## config.mk

```make
export PLATFORM = sky130hd
export DESIGN_NAME = shift_buf_stream_ctrl
export DESIGN_NICKNAME = d
export VERILOG_FILES = /design/src/rtl/shift_buf_pkg.sv /design/src/rtl/shift_buf_stream_ctrl_sat_counter.sv /design/src/rtl/shift_buf_stream_ctrl.sv
export SDC_FILE = /design/constraint.sdc
export NUM_CORES = 1
export LEC_CHECK = 0
export CAP_MARGIN = 20
export CORE_AREA = 2 2 102 104
export CTS_CLUSTER_DIAMETER = 120
export DETAILED_ROUTE_END_ITERATION = 12
export DIE_AREA = 0 0 104 106
export REMOVE_ABC_BUFFERS = 1
export SYNTH_ARGS = -nofsm -noshare
export SYNTH_HDL_FRONTEND = slang
export SYNTH_SLANG_ARGS = --single-unit
```

## constraint.sdc

```tcl
create_clock -name clk_i -period 2 [get_ports clk_i]
set_input_delay 0.4 -clock clk_i [delete_from_list [all_inputs] [get_ports clk_i]]
set_output_delay 0.4 -clock clk_i [all_outputs]
set_load 0.1 [all_outputs]
```

## src/rtl/shift_buf_pkg.sv

```systemverilog
`default_nettype none
// ============================================================================
// Module      : shift_buf_pkg
// Description : Shared defaults and helpers for the shift-buffer stream
//               controller (word width, delay depth, counter widths).
// Revision    : 1.0 - initial release
// ============================================================================
package shift_buf_pkg;

    localparam int DEF_WIDTH = 64;
    localparam int DEF_DEPTH = 256;
    localparam int STAT_W    = 32;

    // Width of a counter that must be able to hold the value 'depth'
    function automatic int cnt_w(input int depth);
        return $clog2(depth + 1);
    endfunction

endpackage : shift_buf_pkg
`default_nettype wire

```

## src/rtl/shift_buf_stream_ctrl_sat_counter.sv

```systemverilog
`default_nettype none
// ============================================================================
// Module      : sat_counter
// Description : Parameterised up-counter that stops at MAX. Synchronous
//               clear has priority over increment.
// Revision    : 1.0 - initial release
// ============================================================================
module sat_counter #(
    parameter int           W   = 8,
    parameter logic [W-1:0] MAX = '1
) (
    input  logic         clk_i,
    input  logic         rst_ni,
    input  logic         clr_i,
    input  logic         inc_i,
    output logic [W-1:0] cnt_o
);

    logic [W-1:0] cnt_q;
    logic [W-1:0] cnt_d;

    // Next count: clear wins, otherwise count up until MAX is reached
    always_comb begin
        cnt_d = cnt_q;
        if (clr_i) begin
            cnt_d = '0;
        end else if (inc_i && (cnt_q != MAX)) begin
            cnt_d = cnt_q + W'(1);
        end
    end

    // Count register, cleared asynchronously
    always_ff @(posedge clk_i or negedge rst_ni) begin
        if (!rst_ni) begin
            cnt_q <= '0;
        end else begin
            cnt_q <= cnt_d;
        end
    end

    assign cnt_o = cnt_q;

endmodule : sat_counter
`default_nettype wire

```

## src/rtl/shift_buf_stream_ctrl.sv

```systemverilog
`default_nettype none
// ============================================================================
// Module      : shift_buf_stream_ctrl
// Description : Valid/ready front end for an external shift RAM of delay
//               DEPTH. Each accepted input word becomes one ce-qualified
//               push; the delayed RAM output is presented as a valid/ready
//               stream once DEPTH pushes have primed the line. Downstream
//               backpressure stalls pushes so no delayed word is lost.
//               Optional macro SHIFT_BUF_STATS_EN adds push/pop counters.
// Revision    : 1.0 - initial release
// ============================================================================
module shift_buf_stream_ctrl
    import shift_buf_pkg::*;
#(
    parameter int WIDTH = DEF_WIDTH,
    parameter int DEPTH = DEF_DEPTH
) (
    input  logic              clk_i,
    input  logic              rst_ni,
    input  logic              flush_i,
    input  logic              in_valid_i,
    input  logic [WIDTH-1:0]  in_data_i,
    output logic              in_ready_o,
    output logic              ram_ce_o,
    output logic [WIDTH-1:0]  ram_d_o,
    input  logic [WIDTH-1:0]  ram_q_i,
    output logic              out_valid_o,
    output logic [WIDTH-1:0]  out_data_o,
    input  logic              out_ready_i,
`ifdef SHIFT_BUF_STATS_EN
    output logic [STAT_W-1:0] stat_in_cnt_o,
    output logic [STAT_W-1:0] stat_out_cnt_o,
`endif
    output logic              primed_o
);

    localparam int           CW      = cnt_w(DEPTH);
    localparam logic [CW-1:0] DEPTH_C = CW'(DEPTH);

    logic          w_push;
    logic          w_primed;
    logic [CW-1:0] fill_cnt_q;
    logic          out_valid_q;
    logic          out_valid_d;

    // Once primed, a push overwrites the word on ram_q, so it is only
    // allowed when the output slot is empty or being drained this cycle.
    assign in_ready_o = !flush_i && (!w_primed || !out_valid_q || out_ready_i);
    assign w_push     = in_valid_i && in_ready_o;
    assign ram_ce_o   = w_push;
    assign ram_d_o    = in_data_i;
    assign out_data_o = ram_q_i;

    // Pushes since reset/flush, stopping at DEPTH (line primed)
    sat_counter #(
        .W   (CW),
        .MAX (DEPTH_C)
    ) u_fill_cnt (
        .clk_i  (clk_i),
        .rst_ni (rst_ni),
        .clr_i  (flush_i),
        .inc_i  (w_push),
        .cnt_o  (fill_cnt_q)
    );

    assign w_primed = (fill_cnt_q == DEPTH_C);
    assign primed_o = w_primed;

    // Output slot: filled by a primed push, emptied by flush or consumption
    always_comb begin
        out_valid_d = out_valid_q;
        if (flush_i) begin
            out_valid_d = 1'b0;
        end else if (w_push && w_primed) begin
            out_valid_d = 1'b1;
        end else if (out_ready_i) begin
            out_valid_d = 1'b0;
        end
    end

    // Output-valid register; reset drops it immediately
    always_ff @(posedge clk_i or negedge rst_ni) begin
        if (!rst_ni) begin
            out_valid_q <= 1'b0;
        end else begin
            out_valid_q <= out_valid_d;
        end
    end

    assign out_valid_o = out_valid_q;

`ifdef SHIFT_BUF_STATS_EN
    logic w_pop;
    assign w_pop = out_valid_q && out_ready_i;

    // Lifetime push count; survives flush
    sat_counter #(
        .W   (STAT_W),
        .MAX ({STAT_W{1'b1}})
    ) u_stat_in (
        .clk_i  (clk_i),
        .rst_ni (rst_ni),
        .clr_i  (1'b0),
        .inc_i  (w_push),
        .cnt_o  (stat_in_cnt_o)
    );

    // Lifetime delivered-word count; survives flush
    sat_counter #(
        .W   (STAT_W),
        .MAX ({STAT_W{1'b1}})
    ) u_stat_out (
        .clk_i  (clk_i),
        .rst_ni (rst_ni),
        .clr_i  (1'b0),
        .inc_i  (w_pop),
        .cnt_o  (stat_out_cnt_o)
    );
`endif

endmodule : shift_buf_stream_ctrl
`default_nettype wire

```

Word-level counts from Yosys, hierarchy flattened

Cells that the tools add are included.

RAM bits: 0
Output and inout port bits: 132
Bits in read-only memories: 0
Bits in registers: 10
Memories kept: 0
Bits in latches: 0
Input port bits: 133
Word-level logic and storage cells: 21

Add/subtract/negate cells: 1
Shift-type cells: 0
Div/mod/pow operators: 0
$mul: 0
Reductions and logical operators: 11
Order comparisons: 0
Multiplexer cells: 5
Equal/unequal tests: 2
Bitwise logic cells: 0

Operators by type and width:

| operator              | count |
|---|---|
| $mux W9               | 2 |
| $add A9 B1 Y9 const B | 1 |
| $eq A9 B9 Y1 const B  | 1 |
| $ne A9 B9 Y1 const B  | 1 |
| $logic_and A1 B1 Y1   | 4 |
| $logic_not A1 Y1      | 3 |
| $mux W1               | 3 |
| $reduce_bool A3 Y1    | 1 |
| $logic_or A1 B1 Y1    | 2 |
| $reduce_bool A2 Y1    | 1 |

Longest topological paths before layout

Depth in word-level cells: 9
Depth in mapped cells: 5
Gate-level depth less buffers: 5

By module

Synthesis repeated with hierarchy kept, for this count alone.

Cell total of the unflattened synthesis: 190
Area, all modules: 1561.5 sq um

By module, submodules not included:

| module                | times used | cells each | area each (sq um) | seq. area each (sq um) |
|---|---|---|---|---|
| shift_buf_stream_ctrl | 1          | 140        | 1069.8            | 25.0 |
| sat_counter           | 1          | 50         | 491.7             | 225.2 |

Worst setup path before layout

OpenSTA, ideal clock, no wires.

Kind: reg2out
Start point: register u_fill_cnt.cnt_q[0] (netlist: u_fill_cnt.cnt_o[0])
End point: output port in_ready_o
Path buffers: 0
Cell stages (with the launch flop): 6
Data arrival time: 2970 ps
Data required time: 1600 ps
Slack: -1370 ps
Path through: dfrtp_1 inv_1 ha_1 and4bb_1 and2_1 a21oi_1

Word-level cells in the longest chain between the ends: 5

Ends and longest elaborated chain:

| element                          | line                                    | source |
|---|---|---|
| start: declaration               | shift_buf_stream_ctrl_sat_counter.sv:19 | `logic [W-1:0] cnt_q;` |
| start signal: assignment         | shift_buf_stream_ctrl_sat_counter.sv:37 | `cnt_q <= cnt_d;` |
| $eq A9 B9 Y1                     | shift_buf_stream_ctrl.sv:66             | `assign w_primed = (fill_cnt_q == DEPTH_C);` |
| via primed_o                     | shift_buf_stream_ctrl.sv:34             | `output logic primed_o` |
| $logic_not A1 Y1                 | shift_buf_stream_ctrl.sv:48             | `assign in_ready_o = !flush_i && (!w_primed \|\| !out_valid_q \|\| out_ready_i);` |
| $logic_or A1 B1 Y1 (2 in series) | shift_buf_stream_ctrl.sv:48             |  |
| $logic_and A1 B1 Y1              | shift_buf_stream_ctrl.sv:48             |  |
| end: declaration                 | shift_buf_stream_ctrl.sv:23             | `output logic in_ready_o,` |

The timed path passes the listed nets, and every way through them passes these cells.

Worst setup path after layout

Start point: register u_fill_cnt.cnt_q[0] (netlist: u_fill_cnt.cnt_o[0])
End point: output port ram_ce_o

Word-level cells in the longest chain between the ends: 6

Ends and longest elaborated chain:

| element                          | line                        | source |
|---|---|---|
| $eq A9 B9 Y1                     | shift_buf_stream_ctrl.sv:66 |  |
| $logic_not A1 Y1                 | shift_buf_stream_ctrl.sv:48 |  |
| $logic_or A1 B1 Y1 (2 in series) | shift_buf_stream_ctrl.sv:48 |  |
| $logic_and A1 B1 Y1              | shift_buf_stream_ctrl.sv:48 |  |
| $logic_and A1 B1 Y1              | shift_buf_stream_ctrl.sv:49 | `assign w_push = in_valid_i && in_ready_o;` |
| end: declaration                 | shift_buf_stream_ctrl.sv:24 | `output logic ram_ce_o,` |

Every way passes these cells.

==> metrics.cfg <==
[status]
status = completed

[finish]
multi_input_area_um2 = 311.5
final_nets = 210
area_delta_synth_final_pct = -38.34
layoutNonFillerInstCount = 210
regArea_um2 = 250.2
final.fill_count = 1173
drive_gt1_share_pct = 24.32
utilization_pct = 9.397
antenna_cells = 0

[sta]
finalSetupTns_ns = 0
maxSlewHeadroom_pct = 66.35
maxSlewViolCount = 0
finalWorstSetupSlack_ns = 0.008486
rsz0062_at_grt = yes
worstMarginPinSlew_ns = 0.5031
hold_viol = 0
fmax_mhz = 502.1
fin_crit_sh_pct = 99.58
period_needed_ns = 1.992
fin_skew_ns = 0.002055
finalSetupViolations = 0

[route]
drt_wl_total_mm = 19.67
post-route-drc-count = 0
vias = 1016
firstDrtPassIters = 5
viasPerCell = 4.838
wire_per_inst_um = 93.68
drtAntennaViolNets = 0
drtIter0Drc = 66

[place]
dp_cells = 205
pre_cts_slack_ns = 0.05721
port_buffers = 8
gp_congestion = 1.238
dp_hpwl_mm = 19.01

[floorplan]
chipHeight_um = 106
initial_core_util_pct = 15.24
pin_count = 265
dieArea_um2 = 11020
core_area_um2 = 10000
die_x_um = 104
rows = 37

[worst_setup_path]
required_ns = 1.60
reg2reg_depth = 5
worst_setup_path_end_kind = output pin
reg2reg_to = u_fill_cnt.cnt_o[8]
cp_max_fo = 4
r2r_slack_ns = 0.46
cp.arrival_ns = 1.59
r2r-start = u_fill_cnt.cnt_o[1]
crit_type = flip-flop to output pin
critPathMaxStageDelay_ns = 0.33
worstSetupStartpointType = flip-flop
crit_slowest_cell = dfrtp_1
path_cells = inv_1 -> ha_1 -> and4bb_1 -> and2_4 -> a21oi_2 -> buf_12

[clocking]
cts_tree = yes
clock_latency_ns = 0.25
cts_made_buffers = 3
cts_num_sinks = 10
cts_max_level = 1
cts.reportedPaths.clkPinSlew_ns = 0.05
clk_path_buf_depth = 2
holdBufCountCts = 0
cts-root-buf = clkbuf_8

[global_route]
met2_usage_pct = 61.98
grt.total_usage_pct = 34.84
grt_overflow_total = 0
met3_usage_pct = 51.01
antenna_found_initial = 0
grt_max_degree = 14
first_global_vias = 860
use_met1_pct = 6.011
grt.busiest_layer = met2
grt_pass1_wl_mm = 21.99

[power_and_ir_drop]
p_leak_nw = 0.3432
vdd_drop_max_mv = 0.1332
power_density_nw_per_um2 = 582.3

[synth]
synth-main-ff-cell = dfrtp_1
yosysTopAreaCell = buf_4
synth_edf_count = 0
synth_area_leaders = buf_4 (63%), dfrtp_1 (16%), a21oi_1 (2.0%)
synth_cell_types = 26
seq_area_frac_synth_pct = 16.42
synth_warnings = 0
avgSynthCellArea_um2 = 8.193
syn_area_um2 = 1524
yosysTopAreaCellShare_pct = 63.05
synth.most_common_cell = buf_4
ys_top_cells_by_count = buf_4 (128), dfrtp_1 (10), a21oi_1 (6), nand2_1 (6), nor2_1 (6)
syn_inst = 186
ys_ff_latch = 10
ys_async_sr_fraction_pct = 100.0

[min_path]
min_path_type = primary input to asynchronous set/reset pin

[flow_run]
maxCapViolCount = 0

## registers in the layout, summed over array words and instances (netlist names)
| register | flops |
|---|---|
| out_valid_o | 1 |
| u_fill_cnt.cnt_o | 9 |
## kinds of logic (layout without fill, tap and decap cells)
kind of cell / count (synthesis) / after routing / share of synthesized area, %
adders and majority gates: 2 / 2 / 1.642
muxes: 3 / 3 / 2.135
and+or+nand+nor: 26 / 26 / 10.10
xor gates and xnor gates: 2 / 2 / 1.150
AOI/OAI and AO/OA: 12 / 12 / 4.762
DFF: 10 / 10 / 16.42
buffers and inverters: 131 / 19 / 63.79
## layout make-up
class / instances / share of cell area, %
Tap cell: 136 / 18.11
Multi-Input combinational cell: 45 / 33.16
Clock buffer: 4 / 5.859
Sequential cell: 10 / 26.63
Timing Repair Buffer: 13 / 15.45
Inverter: 2 / 0.7989
## layer usage
layer / part of all wire [%] / up-vias
met5: 1.2 / -
met4: 10 / 10
met3: 30 / 81
met2: 51 / 319
met1: 7.1 / 367
li1: - / 239
## worst max-delay path: cells and delay by family (launching register included)
| kind | cells | cell delay (ns) |
|---|---|---|
| compound gates | 1 | 0.18 |
| fa+ha+maj | 1 | 0.18 |
| buf+inv | 2 | 0.26 |
| flops | 1 | 0.33 |
| simple gates | 2 | 0.39 |
## cells in the final DEF (no fill, tap or decap), types with 3 or more instances in the layout
master | synthesis | routed
dfrtp_1 | 10 | 10
nor2_1 | 6 | 6
nand2_1 | 6 | 6
buf_4 | 128 | 6
a21oi_1 | 6 | 4
clkbuf_8 | 0 | 4
clkdlybuf4s50_1 | 0 | 4
nand2b_1 | 3 | 3
buf_12 | 0 | 3
## repair_timing
item,4_1_cts,5_1_grt
setup endpoints to repair,2,2
gates cloned,0,0
buffers inserted,1,0
resized for setup,4,0
pin swaps,2,0
## worst max path at each step
stage / from / to / slack (ns)
floorplan: u_fill_cnt.cnt_o[0] / in_ready_o / -1.37
global placement: in_valid_i / u_fill_cnt.cnt_o[8] / 0.1
detailed placement: in_valid_i / u_fill_cnt.cnt_o[8] / 0.06
CTS: u_fill_cnt.cnt_o[0] / in_ready_o / 0.02
global route: u_fill_cnt.cnt_o[0] / in_ready_o / -0.03
finish: u_fill_cnt.cnt_o[0] / ram_ce_o / 0.008
## where the power goes
part	leakage [nW]	internal [mW]	switching [mW]
logic	0.176	0.0301	0.0418
clock network	0.0288	0.174	0.0922
registers	0.138	0.207	0.00241
## metrics by stage
| stage | area [µm²] | hold WS, ns | power [mW] |
|---|---|---|---|
| after floorplan | 559.3 | 0.1044 | 0.2448 |
| after global placement | 867.1 | 0.5683 | 0.2789 |
| after detailed placement | 867.1 | 0.5873 | 0.2796 |
| after CTS | 939.7 | 0.4923 | 0.5493 |
| after global routing | 939.7 | 0.5213 | 0.5656 |
| final | 939.7 | 0.4893 | 0.5471 |
Note: power is estimated with default switching activity, not from simulation.
